### src/rtl/opchk_pkg.sv
// Shared types for the operator self-check sequencer: opcode and FSM state enums.
package opchk_pkg;

    localparam int OP_W = 3;

    typedef enum logic [OP_W-1:0] {
        OP_ADD = 3'd0,
        OP_SUB = 3'd1,
        OP_AND = 3'd2,
        OP_OR  = 3'd3,
        OP_XOR = 3'd4,
        OP_EQ  = 3'd5,
        OP_LTU = 3'd6,
        OP_SHL = 3'd7
    } op_e;

    typedef enum logic [2:0] {
        ST_IDLE   = 3'd0,
        ST_ACCEPT = 3'd1,
        ST_EXEC   = 3'd2,
        ST_CHECK  = 3'd3,
        ST_DONE   = 3'd4
    } state_e;

endpackage

### src/rtl/op_check_seq_if.sv
// Vector input channel. Handshake: a vector transfers on a rising clk edge where
// in_valid && in_ready; the payload is only meaningful while in_valid is high.
interface op_check_seq_if #(
    parameter int WIDTH = 32
) ();
    logic             in_valid;
    logic             in_ready;
    logic [WIDTH-1:0] in_a;
    logic [WIDTH-1:0] in_b;
    logic [2:0]       in_op;
    logic [WIDTH-1:0] in_expect;

    modport master (
        output in_valid, in_a, in_b, in_op, in_expect,
        input  in_ready
    );

    modport slave (
        input  in_valid, in_a, in_b, in_op, in_expect,
        output in_ready
    );
endinterface

### src/rtl/opchk_alu.sv
// Combinational operator evaluation f(a, b, op) for the check sequencer.
module opchk_alu
    import opchk_pkg::*;
#(
    parameter int WIDTH = 32
) (
    input  logic [WIDTH-1:0] a,
    input  logic [WIDTH-1:0] b,
    input  op_e              op,
    output logic [WIDTH-1:0] y
);
    localparam int SH_W = $clog2(WIDTH);

    always_comb begin
        y = '0;
        case (op)
            OP_ADD:  y = a + b;
            OP_SUB:  y = a - b;
            OP_AND:  y = a & b;
            OP_OR:   y = a | b;
            OP_XOR:  y = a ^ b;
            OP_EQ:   y = {{(WIDTH-1){1'b0}}, (a == b)};
            OP_LTU:  y = {{(WIDTH-1){1'b0}}, (a < b)};
            // Only the low log2(WIDTH) bits of b select the shift distance.
            OP_SHL:  y = a << b[SH_W-1:0];
            default: y = '0;
        endcase
    end
endmodule

### src/rtl/op_check_seq.sv
// Operator self-check sequencer: accepts NUM_VECTORS vectors, evaluates and compares each.
// Optional build macro OPCHK_STOP_ON_FAIL_EN ends the run at the first mismatch.
module op_check_seq
    import opchk_pkg::*;
#(
    parameter  int WIDTH       = 32,
    parameter  int NUM_VECTORS = 8,
    localparam int CNT_W       = $clog2(NUM_VECTORS + 1)
) (
    input  logic              clk,
    input  logic              reset,
    input  logic              start,
    op_check_seq_if.slave     vin,
    output logic [WIDTH-1:0]  result,
    output logic              busy,
    output logic              done,
    output logic [CNT_W-1:0]  pass_cnt,
    output logic [CNT_W-1:0]  fail_cnt,
    output logic [CNT_W-1:0]  first_fail_idx,
    output logic              any_fail,
    output state_e            dbg_state
);
    localparam logic [CNT_W-1:0] LAST_IDX = CNT_W'(NUM_VECTORS - 1);

    state_e           state, state_n;
    logic [CNT_W-1:0] idx;
    logic [WIDTH-1:0] a_q, b_q, exp_q;
    op_e              op_q;
    logic [WIDTH-1:0] alu_y;
    logic             mismatch;
    logic             go_done;

    opchk_alu #(.WIDTH(WIDTH)) u_alu (
        .a  (a_q),
        .b  (b_q),
        .op (op_q),
        .y  (alu_y)
    );

    assign mismatch  = (result != exp_q);
    assign dbg_state = state;

`ifdef OPCHK_STOP_ON_FAIL_EN
    assign go_done = (idx == LAST_IDX) || mismatch;
`else
    assign go_done = (idx == LAST_IDX);
`endif

    always_comb begin
        state_n      = state;
        vin.in_ready = 1'b0;
        busy         = 1'b1;
        done         = 1'b0;
        case (state)
            ST_IDLE: begin
                busy = 1'b0;
                if (start) state_n = ST_ACCEPT;
            end
            ST_ACCEPT: begin
                vin.in_ready = 1'b1;
                if (vin.in_valid) state_n = ST_EXEC;
            end
            ST_EXEC:  state_n = ST_CHECK;
            ST_CHECK: state_n = go_done ? ST_DONE : ST_ACCEPT;
            ST_DONE: begin
                done    = 1'b1;
                state_n = ST_IDLE;
            end
            default: state_n = ST_IDLE;
        endcase
    end

    always_ff @(posedge clk) begin
        if (reset) begin
            state          <= ST_IDLE;
            idx            <= '0;
            a_q            <= '0;
            b_q            <= '0;
            op_q           <= OP_ADD;
            exp_q          <= '0;
            result         <= '0;
            pass_cnt       <= '0;
            fail_cnt       <= '0;
            first_fail_idx <= '0;
            any_fail       <= 1'b0;
        end else begin
            state <= state_n;
            case (state)
                ST_IDLE: begin
                    if (start) begin
                        idx            <= '0;
                        pass_cnt       <= '0;
                        fail_cnt       <= '0;
                        first_fail_idx <= '0;
                        any_fail       <= 1'b0;
                    end
                end
                ST_ACCEPT: begin
                    if (vin.in_valid) begin
                        a_q   <= vin.in_a;
                        b_q   <= vin.in_b;
                        op_q  <= op_e'(vin.in_op);
                        exp_q <= vin.in_expect;
                    end
                end
                ST_EXEC: result <= alu_y;
                ST_CHECK: begin
                    if (mismatch) begin
                        fail_cnt <= fail_cnt + CNT_W'(1);
                        if (!any_fail) begin
                            first_fail_idx <= idx;
                            any_fail       <= 1'b1;
                        end
                    end else begin
                        pass_cnt <= pass_cnt + CNT_W'(1);
                    end
                    if (!go_done) idx <= idx + CNT_W'(1);
                end
                default: ;
            endcase
        end
    end
endmodule
### src/flat_wrapper.sv
// flat-port wrapper written by rule: the top's interface ports become plain ports
module op_check_seq_flat import opchk_pkg::*;
#(
    parameter  int WIDTH       = 32,
    parameter  int NUM_VECTORS = 8,
    localparam int CNT_W       = $clog2(NUM_VECTORS + 1)
)
  (clk, reset, start, result, busy, done, pass_cnt, fail_cnt, first_fail_idx, any_fail, dbg_state, vin_in_valid, vin_in_a, vin_in_b, vin_in_op, vin_in_expect, vin_in_ready);
  op_check_seq_if #(.WIDTH(WIDTH)) vin_i ();
  input  logic clk;
  input  logic reset;
  input  logic start;
  output logic [WIDTH-1:0] result;
  output logic busy;
  output logic done;
  output logic [CNT_W-1:0] pass_cnt;
  output logic [CNT_W-1:0] fail_cnt;
  output logic [CNT_W-1:0] first_fail_idx;
  output logic any_fail;
  output state_e dbg_state;
  input wire logic [$bits(vin_i.in_valid)-1:0] vin_in_valid;
  input wire logic [$bits(vin_i.in_a)-1:0] vin_in_a;
  input wire logic [$bits(vin_i.in_b)-1:0] vin_in_b;
  input wire logic [$bits(vin_i.in_op)-1:0] vin_in_op;
  input wire logic [$bits(vin_i.in_expect)-1:0] vin_in_expect;
  output wire logic [$bits(vin_i.in_ready)-1:0] vin_in_ready;
  assign vin_i.in_valid = vin_in_valid;
  assign vin_i.in_a = vin_in_a;
  assign vin_i.in_b = vin_in_b;
  assign vin_i.in_op = vin_in_op;
  assign vin_i.in_expect = vin_in_expect;
  assign vin_in_ready = vin_i.in_ready;
  op_check_seq #(.WIDTH(WIDTH), .NUM_VECTORS(NUM_VECTORS)) u_core (.clk(clk), .reset(reset), .start(start), .vin(vin_i), .result(result), .busy(busy), .done(done), .pass_cnt(pass_cnt), .fail_cnt(fail_cnt), .first_fail_idx(first_fail_idx), .any_fail(any_fail), .dbg_state(dbg_state));
endmodule
### config.mk
export PLATFORM = sky130hd
export DESIGN_NAME = op_check_seq_flat
export DESIGN_NICKNAME = d
export VERILOG_FILES = /design/src/rtl/opchk_pkg.sv /design/src/rtl/op_check_seq_if.sv /design/src/rtl/opchk_alu.sv /design/src/rtl/op_check_seq.sv /design/src/flat_wrapper.sv
export SDC_FILE = /design/constraint.sdc
export NUM_CORES = 1
export LEC_CHECK = 0
export CAP_MARGIN = 20
export CORE_MARGIN = 8
export CORE_UTILIZATION = 30
export DETAILED_ROUTE_END_ITERATION = 10
export HOLD_SLACK_MARGIN = 0.12
export MAX_ROUTING_LAYER = met4
export PLACE_DENSITY = 0.58
export SLEW_MARGIN = 5
export SYNTH_ARGS = -nofsm -noshare
export SYNTH_HDL_FRONTEND = slang
export SYNTH_SLANG_ARGS = --single-unit
### constraint.sdc
create_clock -name clk -period 4.4 [get_ports clk]
set_input_delay 0.66 -clock clk [delete_from_list [all_inputs] [get_ports clk]]
set_output_delay 0.66 -clock clk [all_outputs]
set_load 0.01 [all_outputs]
==> reports/metrics.cfg <==
[worst_setup_path]
start_kind=register
cp.depth=13
worstPathMaxFanout=6
crit_required_ns=4.71
end_kind=register
path_cells=ha_1 -> inv_1 -> fa_1 -> nor2b_1 -> o31a_1 -> o21ai_1 -> a21oi_1 -> o21ai_1 -> a31oi_1 -> o221ai_1 -> xnor2_1 -> a221oi_1 -> nor3_1
critPathMostFrequentCell=o21ai_1
r2r_start=u_core.a_q[0]
critPathBufInv=1
r2r-end=u_core.result[30]
worstRegToRegCells=13
slowest_delay_ns=0.50
path_delay_family=compound AO/OA/AOI/OAI gates
crit_arrival_ns=4.05
rrSetupSlack_ns=0.65
crit_slowest_cell=a31oi_1
crit_type=reg2reg

[floorplan]
chipWidth_um=219
rows=74
start_util=0.303
pin_count=154
die_area_um2=47800
core_region_area_um2=40700
die_y_um=219

[sta]
clock_skew_ns=0.0163
fmax_ghz=0.267
tns_ns=0
slew_violations=0
final.period_utilization=0.852
hold_violations=0
timing.final.crit_period_ns=3.75
finalSetupViolCount=0
maxSlewHeadroom=0.337
fin_ws_ns=0.653
worst_pin_slew_ns=0.986
whs_ns=0.470
rsz0062_at_grt=no

[cts]
cts-resized-gates=0
cts_made_buffers=17
clk_pin_slew_ns=0.07
cts-root-to-sink-buffers=2
cts.sinks=151
cts_setup_buffers=0
clkLatencyLatePin_ns=0.46
cts_max_level=4
cts_tree=yes
cts-root-buf=clkbuf_16
hold_buffers=0

[place]
hpwl_mm=42.0
placed_area_um2=14500
port_buffers=153
dp_slack_ns=0.760
place.gp.congestion=1.01

[synth]
yosys_warnings=0
synthFlopType=dfxtp_1
async_reset_ff_frac=0
synth_area_um2=12300
synthDominantCellAreaShare=0.245
synth_area_leader_cell=dfxtp_1
synth_seq_cells=151
syn_inst=1713
syn-num-nets=1918
synth_edf_count=0
synth_cell_types=73
yosysSeqAreaShare=0.245
yosys-top-cells-area=dfxtp_1, a21oi_1, ha_1
syn_area_per_cell_um2=7.20

[outcome]
status=complete, no violations

[min_path]
hold_depth=2
holdPathEnd=u_core.exp_q[5]
min_path_type=reg2reg
min_from=u_core.exp_q[5]

[final_layout]
area_growth_pct=22.5
final_design_area_no_fill_um2=15100
layout_common_cells=nand2_1, a21oi_1, clkdlybuf4s50_1
drive_gt1_frac=0.0660
final_common_cell=nand2_1
fin_nets=2026

[grt]
grt_pass1_vias=12700
grt_max_degree=100
grt_remaining_overflow=0
antenna_found_initial=2
grt_first_pass_wirelength_mm=81.0
grt_usage=0.227

[detailed_routing]
vias=13300
post_drt_wl_per_cell_um=23.0
drtIter0Drc=1444
drt_wl_total_mm=54.6
ant_nets=0
drc=0
firstDrtPassIters=5
routed_via_density=5.62

[flow_run]
cap_violations=0

[power]
p_total_mw=4.37
leakage_nw=5.63
p_per_area_nw_per_um2=290
ir_drop_mv=0.203

metrics by stage:
step | utilization | cells
after floorplan | - | 1713
after global placement | 0.356 | 2333
after detailed placement | 0.356 | 2333
after CTS | 0.370 | 2365
after global routing | 0.371 | 2368
final | 0.371 | 2368
per-layer routing:
layer | vias up | track usage | share of wire
li1 | 6249 | - | -
met1 | 6417 | 0.315 | 0.46
met5 | - | - | 0
met2 | 577 | 0.338 | 0.44
met4 | 0 | 0.0549 | 0.020
met3 | 76 | 0.0420 | 0.086
Yosys cell counts, types with 14 or more instances:
master	instances
a211oi_1	23
nand4_1	17
inv_1	105
nor3_1	44
nand2_1	301
a21oi_1	254
clkbuf_1	84
nor2_1	145
dfxtp_1	151
a221oi_1	18
buf_2	15
o211ai_1	14
o21ai_0	60
xor2_1	35
nand3_1	25
mux4_2	16
nor2b_1	16
nor4_1	19
ha_1	100
mux2i_1	31
xnor2_1	25
nand2b_1	14
cell families (layout without fill, tap and decap cells):
| family | Yosys count | count (layout) | synth area share |
|---|---|---|---|
| mux | 57 | 57 | 0.0696 |
| fa+ha+maj | 102 | 102 | 0.105 |
| xor+xnor | 60 | 60 | 0.0426 |
| compound gates | 504 | 504 | 0.251 |
| buf+inv | 222 | 343 | 0.0697 |
| flops | 151 | 151 | 0.245 |
| other cells | 0 | 2 | 0 |
| simple gates | 617 | 617 | 0.218 |
cell type report:
type                    instances  area (µm²)
fillers                      4425       25600
multi-input cells            1340        8470
flip-flops and latches        151        3020
repair buffers                202        1930
well taps                     532         666
clock buffers                  18         429
inverters                     109         409
clock inverters                14         164
diodes                          2        5.00
state kept, by name (all words and copies together) (netlist names):
register and count:
u_core.op_q 3, u_core.idx 4, u_core.a_q 32, u_core.dbg_state 3, u_core.b_q 32, u_core.fail_cnt 4
u_core.any_fail 1, u_core.first_fail_idx 4, u_core.exp_q 32, u_core.pass_cnt 4, u_core.result 32
worst register-to-register path: stages (launching register included):
cell	delay, ns
dfxtp_1	0.43
ha_1	0.29
inv_1	0.08
fa_1	0.45
nor2b_1	0.18
o31a_1	0.19
o21ai_1	0.13
a21oi_1	0.35
o21ai_1	0.22
a31oi_1	0.50
o221ai_1	0.24
xnor2_1	0.17
a221oi_1	0.29
nor3_1	0.07
how the worst max path moves through the flow:
stage | slack (ns) | from | end
6_report | 0.65 | u_core.a_q[0] | u_core.result[30]
5_1_grt | 0.39 | u_core.a_q[1] | u_core.result[29]
4_1_cts | 0.74 | u_core.a_q[0] | u_core.result[30]
3_5_place_dp | 0.76 | u_core.a_q[0] | u_core.result[30]
3_3_place_gp | 0.87 | u_core.a_q[0] | u_core.result[30]
2_1_floorplan | 0.87 | u_core.b_q[1] | u_core.result[29]
power breakdown:
group	internal [mW]	switching, mW	total, mW
Combinational	0.515	0.819	1.33
Clock	0.807	0.715	1.52
Sequential	1.43	0.0863	1.52
Total	2.75	1.62	4.37
(Power assumes the default switching activity.)
